$ cat config.mk
export PLATFORM = sky130hd
export DESIGN_NAME = fifo_reader
export DESIGN_NICKNAME = d
export VERILOG_FILES = /design/src/rtl/fifo_pkg.sv /design/src/rtl/fifo_reader_skid_buf.sv /design/src/rtl/fifo_reader.sv
export SDC_FILE = /design/constraint.sdc
export NUM_CORES = 1
export LEC_CHECK = 0
export CORE_MARGIN = 8
export CORE_UTILIZATION = 45
export CTS_CLUSTER_SIZE = 12
export DETAILED_ROUTE_END_ITERATION = 6
export GPL_TIMING_DRIVEN = 0
export PLACE_DENSITY = 0.83
export SLEW_MARGIN = 10
export SYNTH_ARGS = -nofsm -noshare
export SYNTH_HDL_FRONTEND = slang
export SYNTH_SLANG_ARGS = --single-unit
$ cat constraint.sdc
create_clock -name clk -period 8.8 [get_ports clk]
set_input_delay 2.64 -clock clk [delete_from_list [all_inputs] [get_ports clk]]
set_output_delay 2.64 -clock clk [all_outputs]
set_load 0.03 [all_outputs]
$ cat src/rtl/fifo_pkg.sv
// Shared types for the FIFO read-side master: default word width, word type and reader FSM states.
package fifo_pkg;
  localparam int DATA_W_DEFAULT = 8;

  typedef logic [DATA_W_DEFAULT-1:0] word_t;

  typedef enum logic [1:0] {
    IDLE,
    RUN,
    DRAIN
  } rdr_state_e;
endpackage

$ cat src/rtl/fifo_reader_skid_buf.sv
// Circular skid buffer: push at tail, pop at head, head word always presented.
// Callers guarantee no push when full and no pop when empty.
module skid_buf
  import fifo_pkg::*;
#(
  parameter int DATA_W = DATA_W_DEFAULT,
  parameter int DEPTH  = 2,
  localparam int OCC_W = $clog2(DEPTH + 1),
  localparam int PTR_W = (DEPTH > 1) ? $clog2(DEPTH) : 1
) (
  input  logic              clk,
  input  logic              rst,
  input  logic              push,
  input  logic [DATA_W-1:0] push_data,
  input  logic              pop,
  output logic [OCC_W-1:0]  occ,
  output logic [DATA_W-1:0] head
);

  logic [DATA_W-1:0] mem [DEPTH];
  logic [PTR_W-1:0]  wr_ptr;
  logic [PTR_W-1:0]  rd_ptr;

  // Explicit wrap so non-power-of-two depths work.
  function automatic logic [PTR_W-1:0] ptr_next(input logic [PTR_W-1:0] p);
    return (p == PTR_W'(DEPTH - 1)) ? '0 : p + 1'b1;
  endfunction

  always_ff @(posedge clk or posedge rst) begin
    if (rst) begin
      wr_ptr <= '0;
      rd_ptr <= '0;
      occ    <= '0;
      for (int i = 0; i < DEPTH; i++) mem[i] <= '0;
    end else begin
      if (push) begin
        mem[wr_ptr] <= push_data;
        wr_ptr      <= ptr_next(wr_ptr);
      end
      if (pop) rd_ptr <= ptr_next(rd_ptr);
      case ({push, pop})
        2'b10:   occ <= occ + 1'b1;
        2'b01:   occ <= occ - 1'b1;
        default: occ <= occ;
      endcase
    end
  end

  assign head = mem[rd_ptr];

endmodule

$ cat src/rtl/fifo_reader.sv
// Read-side master for the synchronous FIFO: issues rd, captures dout one cycle later into
// a skid buffer and re-presents words on a valid/ready stream at up to one word per cycle.
module fifo_reader
  import fifo_pkg::*;
#(
  parameter int DATA_W    = DATA_W_DEFAULT,
  parameter int BUF_DEPTH = 2,
  parameter int CNT_W     = 16
) (
  input  logic              clk,
  input  logic              rst,
  input  logic              en,
  output logic              rd,
  input  logic              empty,
  input  logic [DATA_W-1:0] fifo_dout,
  output logic              m_valid,
  input  logic              m_ready,
  output logic [DATA_W-1:0] m_data,
  output logic              busy,
  output logic [CNT_W-1:0]  rd_count
);

  localparam int OCC_W = $clog2(BUF_DEPTH + 1);
  localparam int PEND_W = OCC_W + 1;

  rdr_state_e         state;
  logic               inflight;
  logic               pop;
  logic [OCC_W-1:0]   occ;
  logic [PEND_W-1:0]  pending;

  assign pop = m_valid && m_ready;

  // Slots committed after this cycle; crediting the pop lets rd issue every cycle while streaming.
  assign pending = PEND_W'(occ) + PEND_W'(inflight) - PEND_W'(pop);
  assign rd      = (state == RUN) && !empty && (pending < PEND_W'(BUF_DEPTH));
  assign m_valid = (occ != '0);

  skid_buf #(
    .DATA_W (DATA_W),
    .DEPTH  (BUF_DEPTH)
  ) u_buf (
    .clk       (clk),
    .rst       (rst),
    .push      (inflight),
    .push_data (fifo_dout),
    .pop       (pop),
    .occ       (occ),
    .head      (m_data)
  );

  always_ff @(posedge clk or posedge rst) begin
    if (rst) begin
      state    <= IDLE;
      busy     <= 1'b0;
      inflight <= 1'b0;
      rd_count <= '0;
    end else begin
      inflight <= rd;
      if (pop) rd_count <= rd_count + 1'b1;
      case (state)
        IDLE: begin
          if (en) begin
            state <= RUN;
            busy  <= 1'b1;
          end
        end
        RUN: begin
          if (!en) state <= DRAIN;
        end
        DRAIN: begin
          if (en) begin
            state <= RUN;
          end else if (occ == '0 && !inflight) begin
            state <= IDLE;
            busy  <= 1'b0;
          end
        end
        default: begin
          state <= IDLE;
          busy  <= 1'b0;
        end
      endcase
    end
  end

endmodule

[After elaboration in Yosys (flattened, before gate mapping)]
Index checks and enable logic that the tools add are counted.
Operators by class
  reduce and logical (&&, ||, !) cells: 13
  $add $sub $neg: 7
  bitwise logic cells: 3
  muxes and demuxes: 18
  $lt $le $gt $ge: 4
  equality and inequality tests: 9
Operators with widths (count)
  $mux W8: 4
  $add A16 B1 Y16 const B: 1
  $bwmux W16: 1
  $demux W8 S1: 1
  $mux W2: 4
  $ne A2 B2 Y1 const B: 4
  $pmux W2 S3: 1
  $logic_and A1 B1 Y1: 5
  $mux W1: 5
  $eq A2 B1 Y1 const B: 2
  $eq A2 B2 Y1 const B: 2
  $ge A2 B2 Y1 const B: 2
  $logic_not A2 Y1: 2
  $not A1 Y2: 2
  $pmux W2 S2: 1
  $reduce_and A4 Y1: 1
  $reduce_bool A2 Y1: 2
  $add A2 B1 Y3: 1
  $lt A3 B2 Y1 const B: 1
  $ne A3 B3 Y1 const B: 1
  $pmux W1 S3: 1
  $reduce_and A3 Y1: 1
  $sub A3 B1 Y3: 1
  $add A1 B1 Y1 const B: 2
  other kinds (5): 6
Storage, ports and cells
  word-level logic and storage cells: 63
  input port bits: 13
  output and inout bits: 27
  bits in registers: 40

[Logic depth before layout (Yosys ltp)]
  word-level depth: 6
  gate-level depth with buffers: 8
  mapped depth without buffers: 7

[Hierarchy]
From an unflattened synthesis, not the netlist that was laid out.
Second synthesis, totals
  cells, all modules: 136
  area total of the unflattened synthesis: 1830.5 um2
Modules (own cells, without submodules)
  fifo_reader: times used 1, seq. area each 500.5 um2, cells an instance 80, area an instance 969.7 um2
  skid_buf: times used 1, seq. area each 500.5 um2, cells an instance 56, area an instance 860.8 um2

[Worst setup path before layout]
No wires, ideal clock.
  kind: input -> output
  start: input port m_ready
  end: output port rd
  data required time: 6160 ps
  buffers on the path: 0
  arrival time: 4711 ps
  path slack: 1449 ps
  stages on the path: 7
  path through: nand2_1 -> nor2_1 -> a21oi_1 -> nand2b_1 -> fa_1 -> xor2_1 -> nor4b_1
On the way
  word-level cells in the longest chain between the ends: 4
Ends and longest elaborated chain
  start, declared: RTL line fifo_reader.sv:17  | input logic m_ready,
  $logic_and A1 B1 Y1: RTL line fifo_reader.sv:32  | assign pop = m_valid && m_ready;
  $sub A3 B1 Y3: RTL line fifo_reader.sv:35  | assign pending = PEND_W'(occ) + PEND_W'(inflight) - PEND_W'(pop);
  $lt A3 B2 Y1: RTL line fifo_reader.sv:36  | assign rd = (state == RUN) && !empty && (pending < PEND_W'(BUF_DEPTH));
  $logic_and A1 B1 Y1: RTL line fifo_reader.sv:36
  end, declared: RTL line fifo_reader.sv:13  | output logic rd,
No other way between the ends.

[Worst setup path in the final report]
Same ends and word-level chain as after synthesis.

==> flow_results.xml <==
<?xml version="1.0" encoding="UTF-8"?>
<metrics>
  <group name="floorplanning">
    <metric name="initial_utilization" unit="%">45.9</metric>
    <metric name="design.portCount" unit="">40</metric>
    <metric name="die_x" unit="µm">79.2</metric>
    <metric name="num_rows" unit="">23</metric>
    <metric name="die_area" unit="µm²">6270</metric>
    <metric name="die_height" unit="µm">79.2</metric>
    <metric name="floorplan.core_area" unit="µm²">3910</metric>
  </group>
  <group name="clock_network">
    <metric name="clkLatencyLatePin" unit="ns">0.29</metric>
    <metric name="clk_root_buf" unit="">clkbuf_8</metric>
    <metric name="cts.path.max_buffers" unit="">2</metric>
    <metric name="cts_tree" unit="">done</metric>
    <metric name="cts_hold_buf" unit="">0</metric>
    <metric name="post_cts_buffers" unit="">0</metric>
    <metric name="htree_levels" unit="">2</metric>
    <metric name="clock_slew_seen_by_the_registers_of_the_worst_setup_and_hold_paths" unit="ns">0.08</metric>
    <metric name="cts.sinks" unit="">40</metric>
    <metric name="clock_buffers_created_by_tritoncts" unit="">5</metric>
    <metric name="cts-resized-gates" unit="">0</metric>
  </group>
  <group name="pwr">
    <metric name="intPower" unit="µW">477</metric>
    <metric name="pwr_density_cell" unit="nW/µm²">313</metric>
    <metric name="vdd_drop_max" unit="mV">0.147</metric>
    <metric name="share_clk_of_total_power" unit="%">19.9</metric>
    <metric name="power.share.combinational" unit="%">42.3</metric>
    <metric name="power.leakage" unit="µW">0.00102</metric>
    <metric name="power_switching" unit="µW">263</metric>
    <metric name="power.switching_fraction" unit="%">35.5</metric>
    <metric name="seqPwrFrac" unit="%">37.9</metric>
  </group>
  <group name="cells_and_area">
    <metric name="register_area" unit="µm²">1000</metric>
    <metric name="final_nets" unit="">199</metric>
    <metric name="area.growth.synth_to_final" unit="%">31.4</metric>
    <metric name="fill_cells" unit="">334</metric>
    <metric name="fin_area" unit="µm²">2360</metric>
    <metric name="antenna_cells" unit="">0</metric>
    <metric name="drive_gt1_share" unit="%">22.7</metric>
    <metric name="multi_input_comb_area" unit="µm²">753</metric>
  </group>
  <group name="drt">
    <metric name="drt-pass1-iter-count" unit="">4</metric>
    <metric name="detail_route_met3_wl" unit="µm">207</metric>
    <metric name="post-route-drc-count" unit="">0</metric>
    <metric name="num_vias" unit="">1214</metric>
    <metric name="dr.first_iter.drc_count" unit="">36</metric>
    <metric name="routed_wire_length_per_instance" unit="µm">16.2</metric>
    <metric name="highest-signal-layer" unit="">met4</metric>
    <metric name="met2WireLength" unit="mm">2.00</metric>
    <metric name="ant_nets" unit="">0</metric>
    <metric name="met1_length" unit="mm">1.52</metric>
    <metric name="detail_route.vias_per_cell" unit="">5.17</metric>
    <metric name="drt_total_wl" unit="mm">3.80</metric>
  </group>
  <group name="sta">
    <metric name="maxClockFrequency" unit="MHz">125</metric>
    <metric name="final-hold-violation-count" unit="">0</metric>
    <metric name="setup_total_negative_slack" unit="ns">0</metric>
    <metric name="finalMaxSlewViolations" unit="">0</metric>
    <metric name="period_needed" unit="ns">8.03</metric>
    <metric name="clock_skew" unit="ns">0.00614</metric>
    <metric name="timing.slew.headroom" unit="%">46.1</metric>
    <metric name="finalCritPeriodShare" unit="%">91.2</metric>
    <metric name="timing.final.setup_violations" unit="">0</metric>
    <metric name="worst-slew-pin-transition" unit="ns">0.807</metric>
    <metric name="rsz_0062_raised_after_global_routing" unit="">false</metric>
  </group>
  <group name="worst_setup_path">
    <metric name="path_max_fanout" unit="">6</metric>
    <metric name="crit_required" unit="ns">6.16</metric>
    <metric name="crit_arrival" unit="ns">5.39</metric>
    <metric name="critical_path.startpoint_type" unit="">input pin</metric>
    <metric name="setup.worst_path.class" unit="">in -&gt; out</metric>
    <metric name="crit_path_end_kind" unit="">primary output</metric>
  </group>
  <group name="synth">
    <metric name="postSynth.asyncResetShare" unit="%">100</metric>
    <metric name="postSynth.topFlopCell" unit="">dfrtp_1</metric>
    <metric name="synth_commonest_cells" unit="">40 x dfrtp_1, 25 x mux2_2, 13 x xnor2_1, 8 x nand3_1, 6 x xor2_1</metric>
    <metric name="most_frequently_used_cell_type_in_the_post_synthesis_netlist" unit="">dfrtp_1</metric>
    <metric name="seq_area_frac_synth" unit="%">55.7</metric>
    <metric name="syn_warnings" unit="">0</metric>
    <metric name="synthesis.area_per_instance" unit="µm²">13.0</metric>
    <metric name="synth_top_cell_by_area" unit="">dfrtp_1</metric>
    <metric name="postSynthCellCount" unit="">138</metric>
    <metric name="synth.net_count" unit="">153</metric>
    <metric name="postSynthRegisterBits" unit="">40</metric>
    <metric name="synth.distinct_cells" unit="">32</metric>
    <metric name="synth_top_cell_area_share" unit="%">55.7</metric>
    <metric name="synth_area_leaders" unit="">dfrtp_1 56%, mux2_2 16%, xnor2_1 6.3%</metric>
    <metric name="syn-cell-area" unit="µm²">1800</metric>
    <metric name="synth_edf_count" unit="">0</metric>
  </group>
  <group name="run">
    <metric name="max_cap_violations" unit="">0</metric>
  </group>
  <group name="global_routing">
    <metric name="grt_max_degree" unit="">41</metric>
    <metric name="grt_pass1_vias" unit="">1340</metric>
    <metric name="grt_usage" unit="%">13.0</metric>
    <metric name="grt_first_pass_wirelength" unit="mm">6.41</metric>
    <metric name="grt_overflow" unit="">0</metric>
    <metric name="grt_antenna_before_repair" unit="">0</metric>
  </group>
  <group name="placement">
    <metric name="detailed_place.area" unit="µm²">2250</metric>
    <metric name="gp_congestion" unit="">0.701</metric>
    <metric name="placement.io_buffers" unit="">39</metric>
    <metric name="place.detailed.hpwl" unit="mm">2.86</metric>
  </group>
  <group name="outcome">
    <metric name="run_status" unit="">completed</metric>
  </group>
  <group name="hold_path">
    <metric name="hold_class" unit="">reg -&gt; reg</metric>
  </group>
</metrics>
==> flip-flops by register name (all words and copies together) (netlist names) <==
| name | count |
|---|---|
| inflight | 1 |
| u_buf.wr_ptr | 1 |
| u_buf.rd_ptr | 1 |
| u_buf.mem | 16 |
| state | 2 |
| busy | 1 |
| rd_count | 16 |
| u_buf.occ | 2 |
==> worst max-delay path: stages <==
cell             delay [ns]
clkdlybuf4s50_1        0.59
nand2_1                0.09
nor2_1                 0.17
a21oi_1                0.09
nand2b_1               0.18
fa_1                   0.38
xor2_1                 0.15
nor4b_1                0.35
clkdlybuf4s50_1        0.74
==> final cells by class <==
cell class | count | area share (%)
plain buffers | 4 | 1.17
clock buffers | 5 | 2.91
clock inverters | 3 | 1.80
inverters | 4 | 0.636
multi-input cells | 90 | 31.9
flip-flops and latches | 40 | 42.4
well taps | 50 | 2.65
repair buffers | 39 | 16.5
==> worst paths after layout <==
check	cells past startpoint	start	to	slack, ns
setup / recovery	9	m_ready	rd	0.77
hold / removal	1	u_buf.wr_ptr	u_buf.wr_ptr	0.50
hold reg to reg	1	u_buf.wr_ptr	u_buf.wr_ptr	0.50
setup reg to reg	8	u_buf.occ[1]	inflight	6.72
min in group asynchronous	2	rst	rd_count[14]	2.82
max in group asynchronous	2	rst	rd_count[0]	5.47
==> logic make-up (layout without fill, tap and decap cells) <==
logic type / Yosys count / after routing / synth area share [%]
compound gates: 11 / 11 / 4.25
buf+inv: 8 / 55 / 2.37
mux: 25 / 25 / 15.7
flops: 40 / 40 / 55.7
xor+xnor: 19 / 19 / 9.26
simple gates: 33 / 33 / 10.9
fa+ha+maj: 2 / 2 / 1.81
==> per-stage QoR <==
stage | hold slack, ns | power, µW | cells | worst slack, ns | utilization, %
6_report | 0.498 | 740 | 235 | 0.771 | 60.3
5_1_grt | 0.525 | 778 | 235 | 0.607 | 60.3
4_1_cts | 0.498 | 750 | 235 | 0.730 | 60.3
3_5_place_dp | 0.482 | 600 | 227 | 0.730 | 57.5
3_3_place_gp | 0.467 | 583 | 227 | 0.801 | 57.5
2_1_floorplan | 0.460 | 478 | 138 | 1.45 | -
==> per-layer routing <==
metal,global-route usage (%),vias to the layer above
li1,-,576
met1,14.6,597
met2,21.9,32
met3,4.18,9
met4,5.74,0
met5,0,-
==> cells in the final DEF (no fill, tap or decap), types with 2 or more instances in the layout <==
| cell type | instances |
|---|---|
| a21oi_1 | 5 |
| and3_1 | 3 |
| buf_2 | 2 |
| clkbuf_8 | 6 |
| clkdlybuf4s50_1 | 39 |
| dfrtp_1 | 40 |
| inv_1 | 3 |
| mux2_2 | 25 |
| nand2_1 | 4 |
| nand2b_1 | 3 |
| nand3_1 | 8 |
| nand4_1 | 3 |
| nor2_1 | 2 |
| nor3_1 | 2 |
| xnor2_1 | 13 |
| xor2_1 | 6 |
==> power by group through the flow <==
stage          sequential (µW)  combinational [µW]  clock, µW
3_5_place_dp               284                 316          0
5_1_grt                    289                 331        157
3_3_place_gp               277                 306          0
4_1_cts                    281                 318        151
6_report                   280                 313        147
2_1_floorplan              297                 182          0
Power figures use the tool's default switching activity.
